===== src/rtl/uart_tx_serializer.sv =====
// Buffered 8N1 UART transmitter: bytes queue in a small circular FIFO.
// The FSM shifts them out LSB-first on a registered txd line.
module uart_tx_serializer #(
    parameter int CLK_FREQ   = 50000000,
    parameter int BAUD       = 9600,
    parameter int FIFO_DEPTH = 4
) (
    input  logic       clk,
    input  logic       rst,
    input  logic       wr_en,
    input  logic [7:0] wr_data,
    output logic       full,
    output logic       busy,
    output logic       txd
);
    localparam int DIV   = CLK_FREQ / BAUD;
    localparam int CNT_W = $clog2(DIV);
    localparam int PTR_W = $clog2(FIFO_DEPTH);
    localparam int CW    = $clog2(FIFO_DEPTH + 1);

    typedef logic [7:0] byte_t;
    typedef enum logic [1:0] {IDLE, START, DATA, STOP} state_t;

    state_t           state, state_next;
    byte_t            mem [FIFO_DEPTH];
    logic [PTR_W-1:0] rd_ptr, wr_ptr;
    logic [CW-1:0]    count;
    logic [CNT_W-1:0] baud_cnt;
    logic [2:0]       idx, idx_nxt;
    byte_t            shift;
    logic             bit_done, not_empty, push, pop, txd_d;

    assign not_empty = count != '0;
    assign full      = count == CW'(FIFO_DEPTH);
    assign busy      = not_empty | (state != IDLE);
    assign push      = wr_en & ~full;
    assign bit_done  = baud_cnt == CNT_W'(DIV - 1);
    assign idx_nxt   = idx + 3'd1;

    // A push while full is dropped even when a pop frees a slot on the same edge
    always_ff @(posedge clk) begin
        if (rst) begin
            rd_ptr <= '0;
            wr_ptr <= '0;
            count  <= '0;
        end else begin
            if (push) wr_ptr <= wr_ptr + PTR_W'(1);
            if (pop)  rd_ptr <= rd_ptr + PTR_W'(1);
            case ({push, pop})
                2'b10:   count <= count + CW'(1);
                2'b01:   count <= count - CW'(1);
                default: ;
            endcase
        end
    end

    always_ff @(posedge clk) begin
        if (!rst && push) mem[wr_ptr] <= wr_data;
    end

    always_ff @(posedge clk) begin
        if (rst) state <= IDLE;
        else     state <= state_next;
    end

    always_comb begin
        state_next = state;
        case (state)
            IDLE:  if (not_empty) state_next = START;
            START: if (bit_done) state_next = DATA;
            DATA:  if (bit_done && idx == 3'd7) state_next = STOP;
            STOP:  if (bit_done) state_next = not_empty ? START : IDLE;
            default: state_next = IDLE;
        endcase
    end

    always_comb begin
        pop   = 1'b0;
        txd_d = 1'b1;
        case (state)
            IDLE: begin
                pop   = not_empty;
                txd_d = ~not_empty;
            end
            START: txd_d = bit_done ? shift[0] : 1'b0;
            DATA: begin
                if (!bit_done)        txd_d = shift[idx];
                else if (idx == 3'd7) txd_d = 1'b1;
                else                  txd_d = shift[idx_nxt];
            end
            STOP: begin
                pop   = bit_done & not_empty;
                txd_d = ~(bit_done & not_empty);
            end
            default: ;
        endcase
    end

    // Baud counter idles at 0 so every state entry starts a fresh bit period
    always_ff @(posedge clk) begin
        if (rst) begin
            baud_cnt <= '0;
            idx      <= '0;
            shift    <= '0;
            txd      <= 1'b1;
        end else begin
            txd <= txd_d;
            if (state == IDLE || bit_done) baud_cnt <= '0;
            else                           baud_cnt <= baud_cnt + CNT_W'(1);
            if (state == START && bit_done)     idx <= '0;
            else if (state == DATA && bit_done) idx <= idx_nxt;
            if (pop) shift <= mem[rd_ptr];
        end
    end
endmodule


===== config.mk =====
export PLATFORM = sky130hd
export DESIGN_NAME = uart_tx_serializer
export DESIGN_NICKNAME = d
export VERILOG_FILES = /design/src/rtl/uart_tx_serializer.sv
export SDC_FILE = /design/constraint.sdc
export NUM_CORES = 1
export LEC_CHECK = 0
export ABC_AREA = 1
export BUFFER_PORTS_ARGS = -buffer_cell sky130_fd_sc_hd__buf_2
export CORE_ASPECT_RATIO = 1.5
export CORE_MARGIN = 8
export CORE_UTILIZATION = 45
export CTS_CLUSTER_DIAMETER = 30
export DETAILED_ROUTE_END_ITERATION = 12
export GPL_TIMING_DRIVEN = 0
export PLACE_DENSITY = 0.71
export REMOVE_ABC_BUFFERS = 1
export SKIP_LAST_GASP = 1
export SYNTH_ARGS = -nofsm -noshare
export SYNTH_HDL_FRONTEND = slang
export SYNTH_SLANG_ARGS = --single-unit

===== constraint.sdc =====
create_clock -name clk -period 3.5 [get_ports clk]
set_input_delay 0.7 -clock clk [delete_from_list [all_inputs] [get_ports clk]]
set_output_delay 0.7 -clock clk [all_outputs]
set_load 0.05 [all_outputs]

# Yosys cells after proc, flatten, opt, wreduce, memory -nomap -nowiden

Memory sizes are Yosys's and may differ from the RTL's. A register that Yosys moved wholly into a read port is not among the register bits.
Cells that the tools add are included.

Latch bits: 0
Output and inout port bits: 3
Memory bits (read-only): 0
Bits of input ports: 11
RAM bits: 32
Memories: 1
Bits in registers: 26

Memories:

| memory | depth | width | read ports | clocked after Yosys merged registers in | write ports | RTL line | source |
|---|---|---|---|---|---|---|---|
| mem    | 4     | 8     | 1          | 1                                       | 1           | 25       | `byte_t mem [FIFO_DEPTH];` |

$mul: 0
Equal/unequal tests: 12
Add/subtract/negate cells: 6
Div/mod/pow operators: 0
Order comparisons: 2
Multiplexer cells: 18
Reductions and logical operators: 13
Bitwise gates (word level): 6
Shift-type cells: 0

Operator list:

| operator                                           | count |
|---|---|
| adder 13 x 1 -> 13 bit, second input constant      | 1 |
| == test 13 bit, second input constant              | 1 |
| < comparator 3 x 4 -> 1 bit, second input constant | 2 |
| 2-to-1 mux 1 bit                                   | 8 |
| 2-to-1 mux 2 bit                                   | 4 |
| != test 2 bit, second input constant               | 4 |
| one-hot mux 2 bit (4 select lines)                 | 1 |
| adder 3 x 1 -> 3 bit, second input constant        | 2 |
| binary-select mux 1 bit (select 3 bit)             | 2 |
| == test 2 bit, second input constant               | 3 |
| == test 3 bit, second input constant               | 2 |
| one-hot mux 3 bit (2 select lines)                 | 1 |
| adder 2 x 1 -> 2 bit, second input constant        | 2 |
| == test 2 x 1 -> 1 bit, second input constant      | 2 |
| logical AND 1 bit                                  | 4 |
| one-hot mux 1 bit (4 select lines)                 | 1 |
| AND reduction 4 bit                                | 1 |
| nonzero test 2 bit                                 | 2 |
| OR reduction 2 bit                                 | 2 |
| inverter 1 bit                                     | 3 |
| nonzero test 3 bit                                 | 1 |
| subtractor 3 x 1 -> 3 bit, second input constant   | 1 |
| bitwise AND 1 bit                                  | 2 |
| logical NOT 2 bit                                  | 1 |
| other kinds (4)                                    | 4 |

# Depth between registers and ports, before layout

Gate-level depths: netlist (run 1).

Word-level depth: 6
Mapped depth: 15

# Worst setup path after synthesis (run 1)

Ideal clock, no wire load.

Path type: reg2reg
Start: register count[2]
End: register count[2]
Arrival time: 2.708 ns
Data required time: 3.430 ns
Stages on the path, launching flop included: 13
Setup slack: 0.722 ns
Path through: dfxtp_1 > inv_1 > nor3_1 > nor2_1 > inv_1 > ha_1 > inv_1 > fa_1 > nor2_1 > nor2_1 > nand2_1 > o21ai_0 > a21oi_1

Word-level cells in the longest chain between the ends: 5
Elaborated cells on any way between the ends: 12

Ends and longest elaborated chain:

| element                                                                         | RTL line | source |
|---|---|---|
| from (decl)                                                                     | 27       | `logic [CW-1:0] count;` |
| from (signal assigned)                                                          | 50       | `2'b10: count <= count + CW'(1);` |
| from (signal assigned)                                                          | 51       | `2'b01: count <= count - CW'(1);` |
| == test 3 bit *                                                                 | 34       | `assign full = count == CW'(FIFO_DEPTH);` |
| via full                                                                        | 12       | `output logic full,` |
| inverter 1 bit *                                                                | 36       | `assign push = wr_en & ~full;` |
| bitwise AND 1 bit *                                                             | 36       |  |
| == test 2 x 1 -> 1 bit / == test 2 bit (equally long branches)                  | 49       | `case ({push, pop})` |
| one-hot mux 3 bit (2 select lines) / nonzero test 2 bit (equally long branches) | n/a      |  |

The timed path passes the listed nets; every way through them passes the cells marked *.
A chain may end at the register's enable or synchronous reset.

# Worst setup path after layout (run 1)

Start: register baud_cnt[0]
End: register count[2]

Word-level cells in the longest chain between the ends: 5
Elaborated cells on any way between the ends: 7

Ends and longest elaborated chain:

| element                                                                         | RTL line | source |
|---|---|---|
| from (decl)                                                                     | 28       | `logic [CNT_W-1:0] baud_cnt;` |
| from (signal assigned)                                                          | 109      | `else baud_cnt <= baud_cnt + CNT_W'(1);` |
| == test 13 bit *                                                                | 37       | `assign bit_done = baud_cnt == CNT_W'(DIV - 1);` |
| bitwise AND 1 bit *                                                             | 92       | `pop = bit_done & not_empty;` |
| one-hot mux 1 bit (2 select lines) *                                            | 80       | `case (state)` |
| == test 2 x 1 -> 1 bit / == test 2 bit (equally long branches)                  | 49       |  |
| one-hot mux 3 bit (2 select lines) / nonzero test 2 bit (equally long branches) | n/a      |  |

Every way passes the cells marked *; elsewhere a longest branch is shown, timed or not.

==> impl_metrics.json, run 1 <==
{
  "final_cell_mix": "67 x nor2_1, 57 x nand2_1, 40 x inv_1",
  "ys_ff_latch": 66,
  "rsz0062_at_grt": "false",
  "finalHoldViolations": 0,
  "preCtsSetupSlack_ns": 0.973,
  "clockBufferDepth": 2,
  "drt_wl_total_um": 5820,
  "route.detailed.drc": 0,
  "ios": 14,
  "netlist.area_leader.share": 0.302,
  "netlist-cell-type-count": 34,
  "die_w_um": 84.7,
  "crit_chain": "ha_1, nand3_1, nor2_2, nand4_1, nand2_2, nand2_2, clkinv_4, ha_1, inv_1, fa_1, nor2_1, nor2_1, nand2_1, o21ai_0, a21oi_1",
  "synth_xor_area_frac": 0.0138,
  "yosysWarnings": 0,
  "gp_congestion": 0.831,
  "worstSetupPathType": "reg -> reg",
  "crit_path_start_kind": "register",
  "worst-path-buf-inv": 2,
  "maxSlewHeadroom": 0.459,
  "port_buffers": 13,
  "setup_viol": 0,
  "synthMuxAreaShare": 0,
  "grt_antenna_before_repair": 0,
  "final_cells": 465,
  "grtUsageTotal": 0.125,
  "fillers": 646,
  "avgSynthCellArea_um2": 8.67,
  "synth_compound_area_frac": 0.0932,
  "setup_ws_ns": 0.981,
  "synthSimpleGateAreaFrac": 0.247,
  "ir_worst_vdd_mv": 0.386,
  "fin_crit_sh": 0.720,
  "ctsHoldBuffers": 0,
  "post_drt_wl_per_cell_um": 12.5,
  "power_mw": 2.50,
  "syn_area_mm2": 0.00318,
  "via_per_inst": 5.09,
  "power.leakage_nw": 1.33,
  "grt-ovfl-total": 0,
  "cts_resized": 0,
  "htreeDepth": 3,
  "cpMaxStageDelayCell": "fa_1",
  "yosysTopAreaCell": "edfxtp_1",
  "max_stage_delay_ns": 0.39,
  "final_common_cell": "nor2_1",
  "dpl.cell_count": 449,
  "drt_iter0_markers": 127,
  "seq_area_frac_synth": 0.516,
  "fin_nets": 407,
  "die-height_um": 119,
  "final_design_area_no_fill_mm2": 0.00349,
  "synthTopCellsByArea": "edfxtp_1 30%, dfxtp_1 21%, nor2_1 7.9%, nand2_1 6.7%, o21ai_0 5.3%",
  "ff_latch_area_mm2": 0.00164,
  "worst_pin_slew_ns": 0.808,
  "multi_input_area_mm2": 0.00131,
  "synthAdderAreaFrac": 0.0574,
  "finalClockSkew_ns": 0.00909,
  "synthCells": 367,
  "cts_sinks": 66,
  "slew_viol_final": 0,
  "status": "finished, final reports clean",
  "placed_cell_area_mm2": 0.00328,
  "cp-end-kind": "register",
  "drv_cap": 0,
  "worstHoldPathType": "reg -> reg",
  "diodes": 0,
  "cts_buffers": 9,
  "layout_min_cycle_time_ns": 2.52,
  "hpwlAfterDp_um": 4060,
  "synth_top_family_by_area": "simple AND/OR/NAND/NOR gates",
  "fp.coreArea_mm2": 0.00685,
  "grt_max_degree": 21,
  "fin_util": 0.509,
  "cts_root_buf": "clkbuf_8",
  "vias": 2368,
  "row_count": 37,
  "start_util": 0.464,
  "hold_slack_ns": 0.451,
  "clock.fmax_mhz": 397,
  "cts_setup_buffers": 0,
  "ant_nets": 0,
  "path_clk_slew_ns": 0.08,
  "critPathRequiredTime_ns": 3.78,
  "worstPathArrival_ns": 2.80,
  "first_pass_iters": 4,
  "grt_pass1_vias": 2353,
  "setup_tns_ns": 0,
  "dieArea_mm2": 0.0101,
  "p_per_area_mw_per_mm2": 717,
  "cts_tree": "done",
  "grt_pass1_wl_um": 10200,
  "insertion_delay_ns": 0.35,
  "crit_family": "simple AND/OR/NAND/NOR gates",
  "drive_above_1_share": 0.116,
  "area_growth_syn_to_layout_pct": 9.67,
  "cp_max_fo": 11
}
metal layers:
layer  part of all wire  routed length, um  vias to the layer above  GRT usage
li1                   -                  -                     1238          -
met1               0.42               2440                     1081      0.127
met2               0.53               3100                       39      0.227
met3              0.029                171                       10     0.0351
met4              0.019                110                        0     0.0672
met5                  0                  0                        -          0
layout make-up:
cell class / count / area share
clock buffers: 9 / 0.0355
multi-input cells: 248 / 0.375
inverters: 44 / 0.0488
flip-flops and latches: 66 / 0.470
repair buffers: 13 / 0.0186
well taps: 78 / 0.0280
clock inverters: 7 / 0.0237
power breakdown:
group	leakage (nW)	switching, mW	total (mW)	internal, mW
clock	0.106	0.326	0.669	0.343
sequential	0.568	0.0890	0.998	0.909
combinational	0.661	0.567	0.835	0.268
state kept, by name (all words and copies together), names as in the netlist:
signal / count
count: 3
txd: 1
shift: 8
idx: 3
state: 2
wr_ptr: 2
baud_cnt: 13
rd_ptr: 2
mem: 32
worst reg2reg max path: stages, from the launching register on:
cell and delay (ns):
dfxtp_1 0.38, ha_1 0.23, nand3_1 0.10, nor2_2 0.16, nand4_1 0.12, nand2_2 0.23
nand2_2 0.12, clkinv_4 0.11, ha_1 0.14, inv_1 0.06, fa_1 0.39, nor2_1 0.11
nor2_1 0.04, nand2_1 0.07, o21ai_0 0.07, a21oi_1 0.12
kinds of logic (layout without fill, tap and decap cells):
family                     after synthesis  in the layout
AOI/OAI and AO/OA                       56             56
xor gates and xnor gates                 5              5
adders and majority gates               14             14
buffers and inverters                   53             73
DFF                                     66             66
and+or+nand+nor                        173            173
final timing paths:
check                           cells past startpoint                 endpoint  slack (ns)                    start
worst max-delay path                               15    count[2]$_SDFFE_PP0P_        0.98   baud_cnt[0]$_SDFF_PP0_
worst min register to register                      1  baud_cnt[11]$_SDFF_PP0_        0.45  baud_cnt[11]$_SDFF_PP0_
worst max register to register                     15    count[2]$_SDFFE_PP0P_        0.98   baud_cnt[0]$_SDFF_PP0_
worst min-delay path                                1  baud_cnt[11]$_SDFF_PP0_        0.45  baud_cnt[11]$_SDFF_PP0_
cells in the mapped netlist, drive strengths merged:
library cell  count
ha               13
o31ai             1
nor2             71
nand3b            9
a21oi            16
clkbuf            2
xor2              5
o21ai            35
a211oi            3
dfxtp            34
inv              41
clkinv            3
nand3            23
nor3b             1
nand4             5
nor3              4
o211ai            1
nand2            59
buf               7
or2               1
fa                1
edfxtp           32
Power figures use the tool's default switching activity.
==> run 2: changes to the inputs <==
ABC_AREA = 0   (was 1)
PLACE_DENSITY = 0.74   (was 0.71)
clock period = 2.2 ns   (was 3.5 ns; I/O delays follow)
==> run 2 against run 1 <==
The run now ends with setup timing left. Clock skew shrank 0.0023 ns. Synthesized cell count shrank 38%. Worst setup slack lost 1.1 ns. Register-to-register slack lost 1.1 ns. Utilization grew 1.8 points. Synthesized area shrank 6.6%.
==> impl_metrics.json, run 2 <==
{
  "placed_cell_area_mm2": 0.00309,
  "die_w_um": 82.4,
  "final_cell_mix": "37 x nor2_1, 32 x edfxtp_1, 31 x dfxtp_1",
  "setup_tns_ns": -0.135,
  "post_drt_wl_per_cell_um": 14.4,
  "crit_chain": "ha_4, and4bb_1, a41oi_2, nor3_4, ha_2, inv_2, fa_2, xor2_1, or3_1, a21oi_2",
  "ys_ff_latch": 66,
  "path_clk_slew_ns": 0.07,
  "grt-ovfl-total": 0,
  "fin_nets": 279,
  "grt_pass1_wl_um": 8350,
  "clockBufferDepth": 2,
  "finalClockSkew_ns": 0.00675,
  "drive_above_1_share": 0.251,
  "yosys_most_used_dff": "dfxtp_1",
  "cpMaxStageDelayCell": "dfxtp_4",
  "p_per_area_mw_per_mm2": 1190,
  "drv_cap": 0,
  "rsz0062_at_grt": "true",
  "cts_sinks": 66,
  "route.detailed.drc": 0,
  "synth_commonest_cells": "37 x nor2_1, 34 x dfxtp_1, 32 x edfxtp_1",
  "cts_tree": "done",
  "grt_antenna_before_repair": 0,
  "cts_root_buf": "clkbuf_8",
  "setup_viol": 1,
  "worstPathArrival_ns": 2.60,
  "worstHoldPathType": "in -> reg",
  "start_util": 0.462,
  "cp_max_fo": 3,
  "synth-edff-count": 32,
  "slew_viol_final": 0,
  "yosysWarnings": 0,
  "max_stage_delay_ns": 0.37,
  "crit_path_start_kind": "register",
  "fillers": 542,
  "preCtsSetupSlack_ns": -1.15,
  "power.leakage_nw": 1.20,
  "insertion_delay_ns": 0.33,
  "ios": 14,
  "grt_max_degree": 25,
  "status": "finished with violations",
  "largest_reg_flops": 32,
  "dpl.cell_count": 310,
  "hpwlAfterDp_um": 3360,
  "grt_pass1_vias": 1917,
  "final_common_cell": "nor2_1",
  "row_count": 36,
  "yosysTopAreaCell": "edfxtp_1",
  "first_pass_iters": 4,
  "die-height_um": 116,
  "final_design_area_no_fill_mm2": 0.00340,
  "ant_nets": 0,
  "layout_min_cycle_time_ns": 2.34,
  "setup_ws_ns": -0.135,
  "cts_buffers": 9,
  "top_regs": "mem x32, baud_cnt x13, shift x8",
  "via_per_inst": 5.41,
  "ys_async_sr_fraction": 0,
  "synthCells": 227,
  "regMostFlops": "mem",
  "finalHoldViolations": 0,
  "hold_slack_ns": 0.317,
  "syn_area_mm2": 0.00297,
  "failed_checks": "setup timing",
  "critPathRequiredTime_ns": 2.46,
  "seq_area_frac_synth": 0.552,
  "port_buffers": 13,
  "drt_iter0_markers": 93,
  "drt_wl_total_um": 4840,
  "clock.fmax_mhz": 428,
  "avgSynthCellArea_um2": 13.1,
  "dieArea_mm2": 0.00952,
  "final_cells": 335,
  "fin_crit_sh": 1.06,
  "power_mw": 4.03,
  "ir_worst_vdd_mv": 0.666,
  "grtUsageTotal": 0.114,
  "area_growth_syn_to_layout_pct": 14.2,
  "netlist-cell-type-count": 44,
  "cp-end-kind": "register",
  "diodes": 0,
  "vias": 1811,
  "netlist.area_leader.share": 0.323,
  "gp_congestion": 0.736,
  "synth.most_common_cell": "nor2_1",
  "worstSetupPathType": "reg -> reg",
  "fp.coreArea_mm2": 0.00644,
  "synthTopCellsByArea": "edfxtp_1 32%, dfxtp_1 23%, mux4_2 7.6%, ha_1 5.5%, nor2_1 4.7%",
  "worst_pin_slew_ns": 0.624,
  "maxSlewHeadroom": 0.583,
  "r2r_setup_slack_ns": -0.14,
  "fin_util": 0.527,
  "htreeDepth": 3
}
## run 2: changes by cell type after synthesis, moves of 4 or more
cell | previous run | this run
nand3_1 | 19 | 8
and2_1 | 0 | 5
nand2_1 | 57 | 6
xor2_1 | 5 | 9
inv_1 | 40 | 7
mux4_2 | 0 | 10
xnor2_1 | 0 | 7
o21ai_0 | 34 | 2
mux2i_1 | 0 | 12
nand3b_1 | 9 | 0
nor2_1 | 67 | 37
a21oi_1 | 15 | 3
nand3_2 | 4 | 0
## run 2: metal layers
metal / GRT usage / wire length (um) / vias to the layer above
met1: 0.119 / 2050 / 884
met2: 0.196 / 2530 / 30
li1: - / - / 885
met5: 0 / 0 / -
met3: 0.0388 / 156 / 12
met4: 0.0588 / 110 / 0
## run 2: cell type report
cell class	instances	area (um^2)	share of cell area
sequential	66	1650	0.485
multi-input combinational	148	1310	0.385
timing repair buffer	22	135	0.0398
clock inverter	7	60.1	0.0177
clock buffer	9	124	0.0365
inverter	7	26.3	0.00774
tap	76	95.1	0.0280
## run 2: final timing paths
path                                         startpoint                       to  cells after the start
worst min-delay path                         wr_data[1]      mem[2][1]$_DFFE_PP_                      1
worst min register to register  baud_cnt[12]$_SDFF_PP0_  baud_cnt[12]$_SDFF_PP0_                      2
worst max-delay path             baud_cnt[1]$_SDFF_PP0_    count[2]$_SDFFE_PP0P_                     10
worst max register to register   baud_cnt[1]$_SDFF_PP0_    count[2]$_SDFFE_PP0P_                     10
## run 2: logic make-up (layout without fill, tap and decap cells)
group                    after synthesis  after routing  synth area share
AO/OA/AOI/OAI                         13             13            0.0341
XOR/XNOR                              16             16            0.0471
adder cells (fa/ha/maj)               14             14            0.0614
buffers and inverters                 13             45            0.0244
flip-flops                            66             66             0.552
multiplexers                          25             25             0.138
AND/OR/NAND/NOR                       80             80             0.143
## run 2: repair_timing
item	4_1_cts	5_1_grt
setup buffers	6	3
resized for setup	13	4
hold buffers	0	0
setup endpoints to repair	13	3
cloned	0	0
pin swaps	6	2
## run 2: power breakdown
group	switching [mW]	internal (mW)	total (mW)
sequential	0.174	1.47	1.64
clock	0.434	0.507	0.942
combinational	0.731	0.721	1.45
total	1.34	2.70	4.03
## run 2: critical path: cells and delay by family, from the launching register on
kind                     cells  cell delay [ns]
AND/OR/NAND/NOR              3             0.73
buffers and inverters        1             0.04
adder cells (fa/ha/maj)      3             0.69
AO/OA/AOI/OAI                2             0.29
XOR/XNOR                     1             0.15
flip-flops                   1             0.37
